==> src/rtl/seg7_pkg.sv <==
// Shared constants and types for the multiplexed 3-digit 7-segment display path.
// All segment patterns are active-low, ordered {g,f,e,d,c,b,a}.
package seg7_pkg;

  localparam int NUM_DIGITS = 3;

  localparam logic [6:0] SEG_BLANK = 7'h7F;
  localparam logic [6:0] SEG_DASH  = 7'h3F;

  localparam logic [6:0] SEG_0 = 7'h40;
  localparam logic [6:0] SEG_1 = 7'h79;
  localparam logic [6:0] SEG_2 = 7'h24;
  localparam logic [6:0] SEG_3 = 7'h30;
  localparam logic [6:0] SEG_4 = 7'h19;
  localparam logic [6:0] SEG_5 = 7'h12;
  localparam logic [6:0] SEG_6 = 7'h02;
  localparam logic [6:0] SEG_7 = 7'h78;
  localparam logic [6:0] SEG_8 = 7'h00;
  localparam logic [6:0] SEG_9 = 7'h10;

  typedef enum logic [1:0] {
    DIG_ONES  = 2'd0,
    DIG_TENS  = 2'd1,
    DIG_HUNDS = 2'd2
  } digit_idx_t;

  // Selects the BCD nibble shown in a given digit slot.
  function automatic logic [3:0] digit_nibble(input logic [11:0] value, input digit_idx_t idx);
    logic [3:0] nib;
    case (idx)
      DIG_ONES:  nib = value[3:0];
      DIG_TENS:  nib = value[7:4];
      DIG_HUNDS: nib = value[11:8];
      default:   nib = 4'h0;
    endcase
    return nib;
  endfunction

endpackage

==> src/rtl/seg7_decode.sv <==
// Combinational BCD nibble to active-low 7-segment pattern; non-BCD codes show a dash.
module seg7_decode
  import seg7_pkg::*;
(
  input  logic [3:0] nibble_i,
  output logic [6:0] seg_o
);

  // Pattern lookup; A-F fall through to the dash.
  always_comb begin
    seg_o = SEG_DASH;
    case (nibble_i)
      4'd0:    seg_o = SEG_0;
      4'd1:    seg_o = SEG_1;
      4'd2:    seg_o = SEG_2;
      4'd3:    seg_o = SEG_3;
      4'd4:    seg_o = SEG_4;
      4'd5:    seg_o = SEG_5;
      4'd6:    seg_o = SEG_6;
      4'd7:    seg_o = SEG_7;
      4'd8:    seg_o = SEG_8;
      4'd9:    seg_o = SEG_9;
      default: seg_o = SEG_DASH;
    endcase
  end

endmodule

==> src/rtl/bcd_seg7_scan.sv <==
// Double-buffered 3-digit BCD scanner for a common-anode 7-segment display (SCAN_DIV >= 2).
// Define SEG7_LZB_EN to blank leading zeros on the hundreds and tens digits.
module bcd_seg7_scan
  import seg7_pkg::*;
#(
  parameter int SCAN_DIV = 50000
) (
  input  logic                  clk,
  input  logic                  rst_n,
  input  logic [11:0]           bcd_in,
  input  logic                  load,
  input  logic                  blank,
  output logic                  pending,
  output logic [6:0]            seg,
  output logic [NUM_DIGITS-1:0] an
);

  localparam int PW = (SCAN_DIV > 1) ? $clog2(SCAN_DIV) : 1;
  localparam logic [PW-1:0] PRE_LAST = PW'(SCAN_DIV - 1);
  localparam logic [PW-1:0] PRE_ONE  = PW'(1);

  logic [PW-1:0]         pre_q, pre_d;
  digit_idx_t            idx_q, idx_d;
  logic [11:0]           pend_q, pend_d;
  logic                  pending_q, pending_d;
  logic [11:0]           disp_q, disp_d;
  logic [6:0]            seg_q, seg_d;
  logic [NUM_DIGITS-1:0] an_q, an_d;

  logic       tick_s;
  logic       wrap_s;
  logic [3:0] nib_s;
  logic [6:0] dec_s;

  assign tick_s = (pre_q == PRE_LAST);
  assign wrap_s = tick_s && (idx_q == DIG_HUNDS);

  // Prescaler: one tick per digit slot.
  always_comb begin
    pre_d = pre_q;
    if (tick_s) begin
      pre_d = '0;
    end else begin
      pre_d = pre_q + PRE_ONE;
    end
  end

  // Digit index walks ones -> tens -> hundreds, advancing only on tick.
  always_comb begin
    idx_d = idx_q;
    case (idx_q)
      DIG_ONES:  idx_d = tick_s ? DIG_TENS  : DIG_ONES;
      DIG_TENS:  idx_d = tick_s ? DIG_HUNDS : DIG_TENS;
      DIG_HUNDS: idx_d = tick_s ? DIG_ONES  : DIG_HUNDS;
      default:   idx_d = DIG_ONES;
    endcase
  end

  // Commit reads the old pending value, so a coincident load is kept for the next frame.
  always_comb begin
    disp_d    = disp_q;
    pend_d    = pend_q;
    pending_d = pending_q;
    if (wrap_s && pending_q) begin
      disp_d    = pend_q;
      pending_d = 1'b0;
    end else begin
      disp_d    = disp_q;
    end
    if (load) begin
      pend_d    = bcd_in;
      pending_d = 1'b1;
    end else begin
      pend_d    = pend_q;
    end
  end

  assign nib_s = digit_nibble(disp_q, idx_q);

  seg7_decode u_decode (
    .nibble_i (nib_s),
    .seg_o    (dec_s)
  );

  // Segment pattern for the current slot, with optional leading-zero blanking.
  always_comb begin
    seg_d = dec_s;
`ifdef SEG7_LZB_EN
    if ((idx_q == DIG_HUNDS) && (disp_q[11:8] == 4'h0)) begin
      seg_d = SEG_BLANK;
    end else if ((idx_q == DIG_TENS) && (disp_q[11:4] == 8'h00)) begin
      seg_d = SEG_BLANK;
    end else begin
      seg_d = dec_s;
    end
`else
    seg_d = dec_s;
`endif
  end

  // Anode select; blank only masks the anodes, scanning carries on underneath.
  always_comb begin
    an_d = 3'b111;
    if (blank) begin
      an_d = 3'b111;
    end else begin
      case (idx_q)
        DIG_ONES:  an_d = 3'b110;
        DIG_TENS:  an_d = 3'b101;
        DIG_HUNDS: an_d = 3'b011;
        default:   an_d = 3'b111;
      endcase
    end
  end

  // Scan timing state.
  always_ff @(posedge clk or negedge rst_n) begin
    if (!rst_n) begin
      pre_q <= '0;
      idx_q <= DIG_ONES;
    end else begin
      pre_q <= pre_d;
      idx_q <= idx_d;
    end
  end

  // Pending and display buffers.
  always_ff @(posedge clk or negedge rst_n) begin
    if (!rst_n) begin
      pend_q    <= 12'h000;
      pending_q <= 1'b0;
      disp_q    <= 12'h000;
    end else begin
      pend_q    <= pend_d;
      pending_q <= pending_d;
      disp_q    <= disp_d;
    end
  end

  // Registered display drive.
  always_ff @(posedge clk or negedge rst_n) begin
    if (!rst_n) begin
      seg_q <= SEG_BLANK;
      an_q  <= 3'b111;
    end else begin
      seg_q <= seg_d;
      an_q  <= an_d;
    end
  end

  assign pending = pending_q;
  assign seg     = seg_q;
  assign an      = an_q;

endmodule

==> config.mk <==
export PLATFORM = sky130hd
export DESIGN_NAME = bcd_seg7_scan
export DESIGN_NICKNAME = d
export VERILOG_FILES = /design/src/rtl/seg7_pkg.sv /design/src/rtl/seg7_decode.sv /design/src/rtl/bcd_seg7_scan.sv
export SDC_FILE = /design/constraint.sdc
export NUM_CORES = 1
export LEC_CHECK = 0
export CAP_MARGIN = 25
export CORE_MARGIN = 2
export CORE_UTILIZATION = 25
export DETAILED_ROUTE_END_ITERATION = 6
export PLACE_DENSITY = 0.41
export RECOVER_POWER = 25
export SYNTH_ARGS = -nofsm -noshare
export SYNTH_HDL_FRONTEND = slang
export SYNTH_SLANG_ARGS = --single-unit
export TNS_END_PERCENT = 5
==> constraint.sdc <==
create_clock -name clk -period 1.7 [get_ports clk]
set_input_delay 0.34 -clock clk [delete_from_list [all_inputs] [get_ports clk]]
set_output_delay 0.34 -clock clk [all_outputs]
set_load 0.005 [all_outputs]
==> metrics.yaml <==
global_routing:
  grtUsageMet1: 0.132
  grt_pass1_vias: 1624
  antenna_found_initial: 0
  grt_start_max_net_pins: 54
  grt_util_all_layers: 0.0980
  top_usage_layer: "met2"
  met2_usage: 0.154
  grt_use_met3: 0.0192
  grt_pass1_wl_um: 7940
  overflow: 0
layout:
  layout_common_cells: "dfrtp_1, buf_4, nand2_1, clkdlybuf4s50_1, mux2_2"
  areaGrowthSynthToFinish_pct: 32.5
  layout-drive-gt1-share: 0.347
  design_area_mm2: 0.00320
  instances_no_fill: 377
  fin_util: 0.344
  final_common_cell: "dfrtp_1"
  fin_nets: 269
  fillers: 945
  diodes: 0
placed_design:
  io_buffers: 26
  place_inst: 368
  gp_congestion: 0.701
  placed_area_mm2: 0.00303
  dp_hpwl_um: 3310
detailed_routing:
  postRouteAntennaNets: 0
  drc_errors: 0
  totalWireLength_um: 4590
  drt_iter0_markers: 41
  first_pass_iters: 4
  wl_per_cell_um: 12.2
  viasPerCell: 4.20
  routed-via-count: 1585
synth:
  yosys_warnings: 0
  synth_area_mm2: 0.00242
  synth_area_leaders: "dfrtp_1, dfstp_2, mux2_2, mux2_4, ha_1"
  syn_inst: 191
  async_flop_share: 1.00
  ys.flop_type: "dfrtp_1"
  yosysSeqAreaShare: 0.554
  synth_edf_count: 0
  yosysTopAreaCellShare: 0.445
  ys_ff_latch: 53
  syn-num-nets: 213
  synthDistinctLibCells: 37
  syn-mean-instance-area_um2: 12.7
  synth_top_cell_by_area: "dfrtp_1"
clock_tree:
  clkTransAtPathRegs_ns: 0.10
  numCtsBuffers: 5
  cts_tree: "built"
  cts_root_buffer: "clkbuf_8"
  cts_buffer_depth: 2
  htreeDepth: 2
  clk_latency_ns: 0.31
  cts_num_sinks: 53
sta:
  finalHoldViolCount: 0
  rsz0062_at_grt: "yes"
  relSlewSlack: 0.126
  worst_pin_slew_ns: 1.31
  setup_viol: 0
  min_period_ns: 1.66
  drv_slew: 0
  skew_ns: 0.0108
  fmax_mhz: 601
  final.period_utilization: 0.979
critical_path:
  required_ns: 1.89
  crit_arrival_ns: 1.85
  startpoint_type: "flop"
  crit_fanout: 12
  cp-end-kind: "flop"
  crit_type: "reg -> reg"
floorplan:
  die_w_um: 102
  die_h_um: 102
  io_pins: 27
  initial_core_util: 0.259
  die-area_mm2: 0.0105
  rows: 35
  core_area_mm2: 0.00933
status:
  status: "complete, no violations"
worst_hold_path:
  min_path_type: "in -> async"
pwr:
  powerDensity_mw_per_mm2: 712
  finalPower_uw: 2280
  p_leak_uw: 0.00149
  ir_drop_mv: 0.344
job:
  maxCapViolations: 0
==> stage by stage <==
step           worst slack, ns  hold WS [ns]  TNS, ns
3_5_place_dp           -0.0371         0.362  -0.0734
3_3_place_gp           -0.0676         0.362   -0.238
4_1_cts                0.00271        0.0158        0
6_report                0.0364         0.393        0
2_1_floorplan           0.0379        0.0444        0
5_1_grt                -0.0501         0.526   -0.138
==> layer usage <==
layer	wire, µm	part of all wire
met4	74	0.016
met3	144	0.031
met1	2330	0.51
met5	0	0
met2	2050	0.45
==> report_power, final <==
group	total, µW	internal (µW)	switching [µW]
clock	868	443	425
combinational	105	62.9	42.4
sequential	1310	1290	15.3
==> critical path, stage by stage (launching register included) <==
cell     delay [ns]
dfrtp_1        0.42
nor4b_4        0.32
nand4_2        0.16
nor2_4         0.16
buf_12         0.16
mux2_2         0.33
==> path summary, 6_finish.rpt <==
kind	cells past startpoint	endpoint	slack, ns	from
worst max-delay path	5	disp_q[0]$_DFFE_PN0P_	0.04	pre_q[12]$_DFF_PN0_
worst min-delay path	2	pre_q[8]$_DFF_PN0_	0.39	rst_n
worst max register to register	5	disp_q[0]$_DFFE_PN0P_	0.04	pre_q[12]$_DFF_PN0_
worst min register to register	1	an[1]$_DFF_PN1_	0.51	idx_q[0]$_DFF_PN0_
max in group asynchronous	2	idx_q[0]$_DFF_PN0_	0.43	rst_n
min in group clk	1	an[1]$_DFF_PN1_	0.51	idx_q[0]$_DFF_PN0_
==> kinds of logic (layout without fill, tap and decap cells) <==
family,Yosys count,after routing,share of synthesized area
adder cells (fa/ha/maj),6,6,0.0310
flip-flops,53,53,0.554
AND/OR/NAND/NOR,58,58,0.136
XOR/XNOR,13,13,0.0471
buffers and inverters,11,68,0.0290
multiplexers,30,30,0.152
AO/OA/AOI/OAI,20,20,0.0517
==> synth_stat cells, types with 2 or more instances <==
cell,number
nor2_1,12
a21oi_1,8
and4_1,2
dfstp_2,10
xnor2_1,6
or3_1,2
mux2_2,14
nand2b_1,3
o21ai_0,5
inv_1,5
nand2_1,16
nor3b_1,2
o2bb2ai_1,3
mux2_4,10
nand3_1,6
a2bb2oi_1,2
ha_1,6
dfrtp_1,43
nor3_1,3
nand4_1,4
xor2_1,7
mux2i_1,6
nor2b_1,2
==> flip-flops by register name, summed over array words and instances, names as in the netlist <==
signal	count
an	3
disp_q	12
idx_q	2
pend_q	12
pending	1
pre_q	16
seg	7
==> repair_timing <==
action | in CTS | in global routing
resized for setup | 5 | 17
pin swaps | 1 | 2
setup endpoints to repair | 4 | 26
hold buffers | 0 | 0
gates cloned | 0 | 0
buffers inserted | 0 | 1
==> area by class of cell <==
cell class / count / area, µm² / share of cell area
well taps: 129 / 161 / 0.0504
flip-flops and latches: 53 / 1340 / 0.418
multi-input cells: 127 / 1050 / 0.327
clock buffers: 6 / 72.6 / 0.0226
inverters: 5 / 18.8 / 0.00586
clock inverters: 2 / 38.8 / 0.0121
repair buffers: 55 / 526 / 0.164
No activity file was read; power rests on OpenSTA's default activity.
